[config.mk]
export PLATFORM = sky130hd
export DESIGN_NAME = data_rsp
export DESIGN_NICKNAME = d
export VERILOG_FILES = /design/src/rtl/data_rsp_pkg.sv /design/src/rtl/sync_fifo.sv /design/src/rtl/data_rsp.sv
export SDC_FILE = /design/constraint.sdc
export NUM_CORES = 1
export LEC_CHECK = 0
export ABC_CLOCK_PERIOD_IN_PS = 3000
export CAP_MARGIN = 5
export CORE_MARGIN = 8
export CORE_UTILIZATION = 23
export DETAILED_ROUTE_END_ITERATION = 16
export PLACE_DENSITY = 0.51
export SYNTH_ARGS = -nofsm -noshare
export SYNTH_HDL_FRONTEND = slang
export SYNTH_SLANG_ARGS = --single-unit
[constraint.sdc]
create_clock -name clk -period 3 [get_ports clk]
set_input_delay 0.75 -clock clk [delete_from_list [all_inputs] [get_ports clk]]
set_output_delay 0.75 -clock clk [all_outputs]
set_load 0.05 [all_outputs]
[src/rtl/data_rsp_pkg.sv]
// Shared constants for the data BRAM request/response pair, so data_req and data_rsp agree on
// widths and BRAM read latency.
package data_rsp_pkg;

    localparam int unsigned DRSP_DATA_WIDTH        = 32;
    localparam int unsigned DRSP_REG_WIDTH         = 32;
    localparam int unsigned DRSP_KERNEL_SIZE_WIDTH = 2;
    localparam int unsigned DRSP_RD_LATENCY        = 2;
    localparam int unsigned DRSP_DEPTH             = 8;
    localparam int unsigned DRSP_PTR_WIDTH         = 3;

    function automatic int unsigned popcount(input logic [31:0] v);
        int unsigned cnt;
        cnt = 0;
        for (int i = 0; i < 32; i++) begin
            cnt += 32'(v[i]);
        end
        return cnt;
    endfunction

endpackage

[src/rtl/sync_fifo.sv]
// Single-clock FIFO with occupancy count; push while full is accepted only alongside a pop,
// pop while empty is ignored. Synchronous clear empties it.
module sync_fifo #(
    parameter int unsigned DATA_WIDTH = 32,
    parameter int unsigned DEPTH      = 8
) (
    input  logic                     clk,
    input  logic                     rst,
    input  logic                     clr,
    input  logic                     push,
    input  logic [DATA_WIDTH-1:0]    wdata,
    input  logic                     pop,
    output logic [DATA_WIDTH-1:0]    rdata,
    output logic [$clog2(DEPTH):0]   occ,
    output logic                     full,
    output logic                     empty
);

    localparam int unsigned PtrW = $clog2(DEPTH);

    logic [DATA_WIDTH-1:0] mem_q [DEPTH];
    logic [PtrW-1:0]       wr_ptr_q, wr_ptr_d, rd_ptr_q, rd_ptr_d;
    logic [PtrW:0]         occ_q, occ_d;
    logic                  push_en, pop_en;

    assign empty   = (occ_q == '0);
    assign full    = (occ_q == (PtrW + 1)'(DEPTH));
    assign pop_en  = pop & ~empty;
    assign push_en = push & (~full | pop_en);
    assign rdata   = mem_q[rd_ptr_q];
    assign occ     = occ_q;

    always_comb begin
        wr_ptr_d = wr_ptr_q;
        rd_ptr_d = rd_ptr_q;
        occ_d    = occ_q;
        if (clr) begin
            wr_ptr_d = '0;
            rd_ptr_d = '0;
            occ_d    = '0;
        end else begin
            if (push_en) wr_ptr_d = wr_ptr_q + PtrW'(1);
            if (pop_en)  rd_ptr_d = rd_ptr_q + PtrW'(1);
            if (push_en && !pop_en)      occ_d = occ_q + (PtrW + 1)'(1);
            else if (pop_en && !push_en) occ_d = occ_q - (PtrW + 1)'(1);
        end
    end

    always_ff @(posedge clk or negedge rst) begin
        if (!rst) begin
            wr_ptr_q <= '0;
            rd_ptr_q <= '0;
            occ_q    <= '0;
            for (int i = 0; i < int'(DEPTH); i++) mem_q[i] <= '0;
        end else begin
            wr_ptr_q <= wr_ptr_d;
            rd_ptr_q <= rd_ptr_d;
            occ_q    <= occ_d;
            if (push_en && !clr) mem_q[wr_ptr_q] <= wdata;
        end
    end

endmodule

[src/rtl/data_rsp.sv]
// Read-response side of the data BRAM interface: captures read data after a fixed latency,
// buffers it, tags row/window boundaries and stalls the requester before the FIFO can overrun.
module data_rsp
    import data_rsp_pkg::*;
#(
    parameter int unsigned DATA_WIDTH        = DRSP_DATA_WIDTH,
    parameter int unsigned DEPTH             = DRSP_DEPTH,
    parameter int unsigned PTR_WIDTH         = DRSP_PTR_WIDTH,
    parameter int unsigned RD_LATENCY        = DRSP_RD_LATENCY,
    parameter int unsigned REG_WIDTH         = DRSP_REG_WIDTH,
    parameter int unsigned KERNEL_SIZE_WIDTH = DRSP_KERNEL_SIZE_WIDTH
) (
    input  logic                  clk,
    input  logic                  rst,
    input  logic                  i_clr,
    input  logic                  i_rden,
    input  logic [DATA_WIDTH-1:0] i_rdata,
    output logic                  o_stall,
    output logic [DATA_WIDTH-1:0] o_data,
    output logic                  o_valid,
    input  logic                  i_ready,
    output logic                  o_row_last,
    output logic                  o_win_last,
    input  logic [REG_WIDTH-1:0]  i_conf_inputshape,
    input  logic [REG_WIDTH-1:0]  i_conf_kernelshape,
    output logic                  o_err_ovf,
    output logic [REG_WIDTH-1:0]  dbg_datarsp_occ,
    output logic [REG_WIDTH-1:0]  dbg_datarsp_inflt
);

    localparam int unsigned OccW = PTR_WIDTH + 1;
    localparam int unsigned SumW = PTR_WIDTH + 2;

    logic [RD_LATENCY-1:0]        vld_pipe_q, vld_pipe_d;
    logic                         push, pop, fifo_full, fifo_empty;
    logic [OccW-1:0]              occ, inflight;
    logic [SumW-1:0]              pending;
    logic [7:0]                   word_cnt_q, word_cnt_d, row_w;
    logic [KERNEL_SIZE_WIDTH-1:0] line_cnt_q, line_cnt_d, k_last;
    logic                         err_ovf_q, err_ovf_d;
    logic                         unused_conf;

    assign unused_conf = ^{i_conf_inputshape[REG_WIDTH-1:8],
                           i_conf_kernelshape[REG_WIDTH-1:KERNEL_SIZE_WIDTH]};

    assign row_w  = i_conf_inputshape[7:0];
    assign k_last = i_conf_kernelshape[KERNEL_SIZE_WIDTH-1:0] - KERNEL_SIZE_WIDTH'(1);

    assign push     = vld_pipe_q[RD_LATENCY-1];
    assign o_valid  = ~fifo_empty;
    assign pop      = o_valid & i_ready;
    assign inflight = OccW'(popcount(32'(vld_pipe_q)));

    // Reserve room for words already requested so a late response can never overflow.
    assign pending = SumW'(occ) + SumW'(inflight);
    assign o_stall = (pending >= SumW'(DEPTH));

    assign o_row_last        = o_valid & (word_cnt_q == row_w);
    assign o_win_last        = o_row_last & (line_cnt_q == k_last);
    assign o_err_ovf         = err_ovf_q;
    assign dbg_datarsp_occ   = REG_WIDTH'(occ);
    assign dbg_datarsp_inflt = REG_WIDTH'(inflight);

    sync_fifo #(
        .DATA_WIDTH (DATA_WIDTH),
        .DEPTH      (DEPTH)
    ) u_fifo (
        .clk   (clk),
        .rst   (rst),
        .clr   (i_clr),
        .push  (push),
        .wdata (i_rdata),
        .pop   (pop),
        .rdata (o_data),
        .occ   (occ),
        .full  (fifo_full),
        .empty (fifo_empty)
    );

    always_comb begin
        vld_pipe_d = RD_LATENCY'({vld_pipe_q, i_rden});
        word_cnt_d = word_cnt_q;
        line_cnt_d = line_cnt_q;
        err_ovf_d  = err_ovf_q | (push & fifo_full & ~pop);
        if (pop) begin
            if (word_cnt_q == row_w) begin
                word_cnt_d = '0;
                line_cnt_d = (line_cnt_q == k_last) ? '0 : line_cnt_q + KERNEL_SIZE_WIDTH'(1);
            end else begin
                word_cnt_d = word_cnt_q + 8'd1;
            end
        end
        if (i_clr) begin
            vld_pipe_d = '0;
            word_cnt_d = '0;
            line_cnt_d = '0;
            err_ovf_d  = 1'b0;
        end
    end

    always_ff @(posedge clk or negedge rst) begin
        if (!rst) begin
            vld_pipe_q <= '0;
            word_cnt_q <= '0;
            line_cnt_q <= '0;
            err_ovf_q  <= 1'b0;
        end else begin
            vld_pipe_q <= vld_pipe_d;
            word_cnt_q <= word_cnt_d;
            line_cnt_q <= line_cnt_d;
            err_ovf_q  <= err_ovf_d;
        end
    end

endmodule
**Word-level counts from Yosys, hierarchy flattened**

Index checks and enable logic that the tools add are counted.

- Register bits after elaboration: 279
- Input port bits: 101
- Output and inout port bits: 101

- $add $sub $neg: 9
- Order comparisons: 4
- Eq/ne operators: 3
- Mux-type cells: 22
- Bitwise logic cells: 14
- Reductions and logical operators: 14

Operators by type and width:

| cell | count |
|---|---|
| $bwmux 256 | 1 |
| $bmux 32 s3 | 1 |
| $demux 32 s3 | 1 |
| $mux 32 | 3 |
| $mux 8 | 3 |
| $mux 3 | 4 |
| $mux 4 | 3 |
| $mux 2 | 5 |
| $add 8x1->8 const B | 1 |
| $eq 8x8->1 | 1 |
| $ge 4x4->1 const B | 2 |
| $not 3->4 | 2 |
| $reduce_bool 2->1 | 4 |
| $and 1x1->1 | 7 |
| $add 3x1->3 const B | 2 |
| $add 4x2->5 | 1 |
| $ge 5x4->1 const B | 1 |
| $add 4x1->4 const B | 1 |
| $eq 4x4->1 const B | 1 |
| $logic_and 1x1->1 | 4 |
| $logic_not 4->1 | 1 |
| $lt 4x1->1 const B | 1 |
| $sub 4x1->4 const B | 1 |
| $logic_not 1->1 | 3 |
| 9 further kinds | 12 |

**Logic depth before layout (Yosys ltp)**

- Depth in word-level cells: 11
- Gate-level depth with buffers: 8
- Depth with buffers taken out: 7

**Cells and area by module**

Synthesis repeated with hierarchy kept, for this count alone.

- Cells, all modules: 889
- Area total of the unflattened synthesis: 13556.8 um^2

By module, submodules not included:

| module | times used | cells each | area an instance (um^2) | sequential area each (um^2) |
|---|---|---|---|---|
| sync_fifo | 1 | 728 | 12147.9 | 6656.4 |
| data_rsp | 1 | 161 | 1408.9 | 325.3 |

**Worst setup path after synthesis**

Ideal clock, no wire load.

- Path kind: register to output
- Start point: reg vld_pipe_q[1]
- End point: out o_stall
- Arrival time: 2624 ps
- Required time: 2250 ps
- Slack: -374 ps
- Cell stages (with the launch flop): 7
- Cells stage by stage: dfrtp_1 > ha_1 > ha_1 > inv_1 > fa_1 > and2_1 > a31oi_1

- Longest elaborated chain between the ends: 3

Ends and longest elaborated chain:

| item | RTL line | text |
|---|---|---|
| start: declaration | data_rsp.sv:34 | `logic [RD_LATENCY-1:0] vld_pipe_q, vld_pipe_d;` |
| start signal: assignment | data_rsp.sv:108 | `vld_pipe_q <= vld_pipe_d;` |
| $add 1x1->2 | data_rsp_pkg.sv:16 | `cnt += 32'(v[i]);` |
| net dbg_datarsp_inflt[0] | data_rsp.sv:28 | `output logic [REG_WIDTH-1:0] dbg_datarsp_inflt` |
| $add 4x2->5 | data_rsp.sv:55 | `assign pending = SumW'(occ) + SumW'(inflight);` |
| $ge 5x4->1 | data_rsp.sv:56 | `assign o_stall = (pending >= SumW'(DEPTH));` |
| end: declaration | data_rsp.sv:18 | `output logic o_stall,` |

The timed path passes the listed nets, and every way through them passes these cells.

**Worst setup path after layout**

- Start point: reg u_fifo.rd_ptr_q[0]
- End point: out o_data[26]

- Longest elaborated chain between the ends: 4

Ends and longest elaborated chain:

| item | RTL line | text |
|---|---|---|
| start: declaration | sync_fifo.sv:22 | `logic [PtrW-1:0] wr_ptr_q, wr_ptr_d, rd_ptr_q, rd_ptr_d;` |
| start signal: assignment | sync_fifo.sv:57 | `rd_ptr_q <= rd_ptr_d;` |
| $not 3->4 (implied by the code) | sync_fifo.sv:30 | `assign rdata = mem_q[rd_ptr_q];` |
| $bmux 32 s3 | sync_fifo.sv:30 |  |
| $mux 32 (implied by the code) (2 in a row) | sync_fifo.sv:30 |  |
| end: declaration | data_rsp.sv:19 | `output logic [DATA_WIDTH-1:0] o_data,` |

Every way passes these cells. The select of a mux whose other input is x is not followed.

==> flow_metrics.env <==
export IMPL_hp_class="input port to async pin"
export IMPL_finClkSkew_ns=0.0195
export IMPL_tritoncts="built"
export IMPL_worstMarginPinSlew_ns=0.564
export IMPL_total_leakage_power_nw=8.11
export IMPL_clk_transition_reported_paths_ns=0.05
export IMPL_post_route_wl_um=33900
export IMPL_grt_remaining_overflow=0
export IMPL_finalHoldViolations=0
export IMPL_grt_antenna_before_repair=3
export IMPL_grt_max_degree=73
export IMPL_dieWidth_um=260
export IMPL_ys_flop_type="dfrtp_1"
export IMPL_top_level_ports=202
export IMPL_timing_critical_path_arrival_ns=2.32
export IMPL_postLayoutSetupSlackWorst_ns=-0.0694
export IMPL_synthArstFlopShare=1.00
export IMPL_synthesis_yosys_warnings=0
export IMPL_place_hpwl_um=20400
export IMPL_antenna_left=0
export IMPL_r2r_start="u_fifo.occ[0]$_DFFE_PN0P_"
export IMPL_clock_tree_root_cell="clkbuf_16"
export IMPL_floorplan_die_height_um=260
export IMPL_avgRoutedWirePerCell_um=18.6
export IMPL_firstDrtPassIters=8
export IMPL_diodes=0
export IMPL_dpl_instance_area_mm2=0.0154
export IMPL_synth_edff_count=0
export IMPL_timing_critical_path_fanout_max=7
export IMPL_drive_gt1_frac=0.480
export IMPL_grt_first_pass_wirelength_um=52200
export IMPL_drc=0
export IMPL_critical_path_max_stage_delay_ns=0.52
export IMPL_maxSlewHeadroom=0.624
export IMPL_synth_ff_latch_count=279
export IMPL_place_gp_congestion=0.684
export IMPL_synth_top_cell_area_share=0.511
export IMPL_sequential_fraction_of_the_synthesis_area=0.511
export IMPL_worst_ep_required_time_ns=2.25
export IMPL_total_power_mw=13.5
export IMPL_reg2reg_to="u_fifo.occ[3]$_DFFE_PN0P_"
export IMPL_worst_ir_drop_vdd_mv=0.451
export IMPL_yosysMostFrequentCell="dfrtp_1"
export IMPL_clock_latency_reported_for_the_late_side_of_the_worst_skew_pair_ns=0.53
export IMPL_route_vias_total=7719
export IMPL_drt_iter0_drc=356
export IMPL_holdBufCountCts=0
export IMPL_startpoint_type="flop"
export IMPL_status="finished, violations left"
export IMPL_tritoncts_num_buffers=36
export IMPL_num_rows=89
export IMPL_setup_reg_to_reg_worst_slack_ns=0.45
export IMPL_syn2layout_area_growth_pct=26.6
export IMPL_clock_sink_count=279
export IMPL_via_count_of_the_first_global_routing_pass=8440
export IMPL_finalWorstPathRequiredPeriod_ns=3.07
export IMPL_timing_final_max_slew_violations=0
export IMPL_final_min_period_over_clock_period=1.02
export IMPL_worst_setup_path_type="flop to output port"
export IMPL_post_synth_num_cell_types=56
export IMPL_number_of_port_buffers=89
export IMPL_crit_path_end_kind="output port"
export IMPL_failed_checks="setup timing"
export IMPL_clock_fmax_ghz=0.326
export IMPL_die_area_mm2=0.0674
export IMPL_crit_path_cell_trace="buf_12 -> buf_16 -> mux4_2 -> mux2_4 -> buf_6"
export IMPL_synthTopCellsByArea="dfrtp_1 (51%), mux2_2 (20%), mux4_2 (11%)"
export IMPL_synthDominantAreaCellType="dfrtp_1"
export IMPL_avgSynthCellArea_um2=15.2
export IMPL_clockBufferDepth=3
export IMPL_critical_path_slowest_cell="mux4_2"
export IMPL_synth_top_cells_by_count="dfrtp_1 (279), mux2_2 (240), buf_4 (79), mux4_2 (64), mux2_4 (30)"
export IMPL_fin_area_mm2=0.0173
export IMPL_starting_utilization_of_the_core_area=0.232
export IMPL_global_route_usage_total=0.100
export IMPL_rsz0062_at_grt="yes"
export IMPL_detail_route_vias_per_cell=4.24
export IMPL_final_net_count=1136
export IMPL_cts_htree_levels=2
export IMPL_worst_r2r_path_depth=7
export IMPL_design_core_area_mm2=0.0589
export IMPL_syn_inst=900
export IMPL_drv_max_cap_violation_count=0
export IMPL_synthesis_area_mm2=0.0137
export IMPL_power_density_mw_per_mm2=779
export IMPL_total_setup_violations_reported_at_the_end_of_the_flow=25
## cell usage in the layout (no fill, tap or decap), types with 3 or more instances in the layout
| master | n |
|---|---|
| nand3_1 | 3 |
| clkbuf_16 | 38 |
| nand4b_2 | 3 |
| buf_6 | 22 |
| buf_8 | 12 |
| o211ai_1 | 4 |
| clkinv_2 | 6 |
| dfrtp_2 | 3 |
| nand2_1 | 10 |
| nor3_1 | 3 |
| inv_1 | 8 |
| nor2_1 | 12 |
| xnor2_1 | 12 |
| dfrtp_1 | 275 |
| nand4_1 | 4 |
| buf_16 | 5 |
| a21oi_1 | 16 |
| conb_1 | 58 |
| clkbuf_1 | 6 |
| clkdlybuf4s50_1 | 52 |
| mux2_2 | 213 |
| mux2_4 | 57 |
| o21ai_0 | 9 |
| nor3b_1 | 3 |
| nand2b_1 | 6 |
| ha_1 | 6 |
| mux4_2 | 64 |
| mux2_1 | 19 |
| o22ai_1 | 6 |
| bufinv_16 | 6 |
| buf_4 | 24 |
| and4_1 | 5 |
| buf_12 | 26 |
| clkbuf_8 | 7 |
| nor2b_1 | 9 |
## critical path: cells and delay by family, from the launching register on
kind                   cells  cell delay [ns]
muxes                      2             0.81
DFF                        1             0.49
buffers and inverters      3             0.47
## layout make-up
class | count | area [um^2]
clock inverters | 12 | 210
clock buffers | 50 | 1040
well taps | 773 | 967
fillers | 5872 | 41600
inverters | 10 | 37.5
repair buffers | 142 | 1810
flip-flops and latches | 279 | 6990
multi-input cells | 556 | 6230
## registers in the layout, summed over array words and instances, names as in the netlist
| name | flops |
|---|---|
| u_fifo.mem_q | 256 |
| word_cnt_q | 8 |
| u_fifo.occ | 4 |
| u_fifo.rd_ptr_q | 3 |
| u_fifo.wr_ptr_q | 3 |
| line_cnt_q | 2 |
| vld_pipe_q | 2 |
| o_err_ovf | 1 |
## kinds of logic (layout without fill, tap and decap cells)
logic type                 count (synthesis)  after routing  share of synthesized area
and+or+nand+nor                           74             74                     0.0354
AOI/OAI and AO/OA                         46             46                     0.0210
DFF                                      279            279                      0.511
xor gates and xnor gates                  14             14                    0.00898
other                                      1             58                   0.000275
adders and majority gates                 10             10                     0.0103
buffers and inverters                    122            214                     0.0601
muxes                                    354            354                      0.353
## per-layer routing
metal	global-route usage	up-vias	wire length [um]
li1	-	3466	-
met1	0.130	4066	15300
met2	0.165	130	16300
met3	0.0243	51	1610
met4	0.0306	6	677
met5	0	-	41
## power by group
part / internal, mW / switching (mW) / total (mW)
Combinational: 2.17 / 2.45 / 4.62
Clock: 2.93 / 1.63 / 4.56
Sequential: 4.04 / 0.236 / 4.28
## stage by stage
stage          hold WS [ns]  utilization  TNS (ns)  setup WS, ns  std cells
6_report              0.196        0.294     -1.07       -0.0694       1822
5_1_grt               0.215        0.294     -3.71        -0.158       1822
4_1_cts               0.192        0.292     -4.10        -0.186       1818
3_5_place_dp          0.481        0.262         0        0.0251       1742
3_3_place_gp          0.469        0.262         0        0.0705       1742
2_1_floorplan         0.454            -         0        0.0394        957
## worst max-delay path by stage
| stage | slack (ns) | to | depth (start not counted) | start |
|---|---|---|---|---|
| global placement | 0.07 | u_fifo.mem_q[5]$_DFFE_PN0P_ | 6 | i_ready |
| finish | -0.07 | o_data[26] | 5 | u_fifo.rd_ptr_q[0]$_DFFE_PN0P_ |
| global route | -0.16 | o_data[23] | 5 | u_fifo.rd_ptr_q[0]$_DFFE_PN0P_ |
| floorplan | 0.04 | o_stall | 6 | vld_pipe_q[1]$_DFF_PN0_ |
| detailed placement | 0.03 | u_fifo.mem_q[5]$_DFFE_PN0P_ | 6 | i_ready |
| CTS | -0.19 | o_data[13] | 6 | u_fifo.rd_ptr_q[0]$_DFFE_PN0P_ |
## what timing repair did
item / CTS / global route
gates resized for setup: 70 / 19
pin swaps: 2 / 2
cloned: 5 / 1
setup buffers: 9 / 5
endpoints found under the setup margin: 34 / 34
Note: power is estimated with default switching activity, not from simulation.
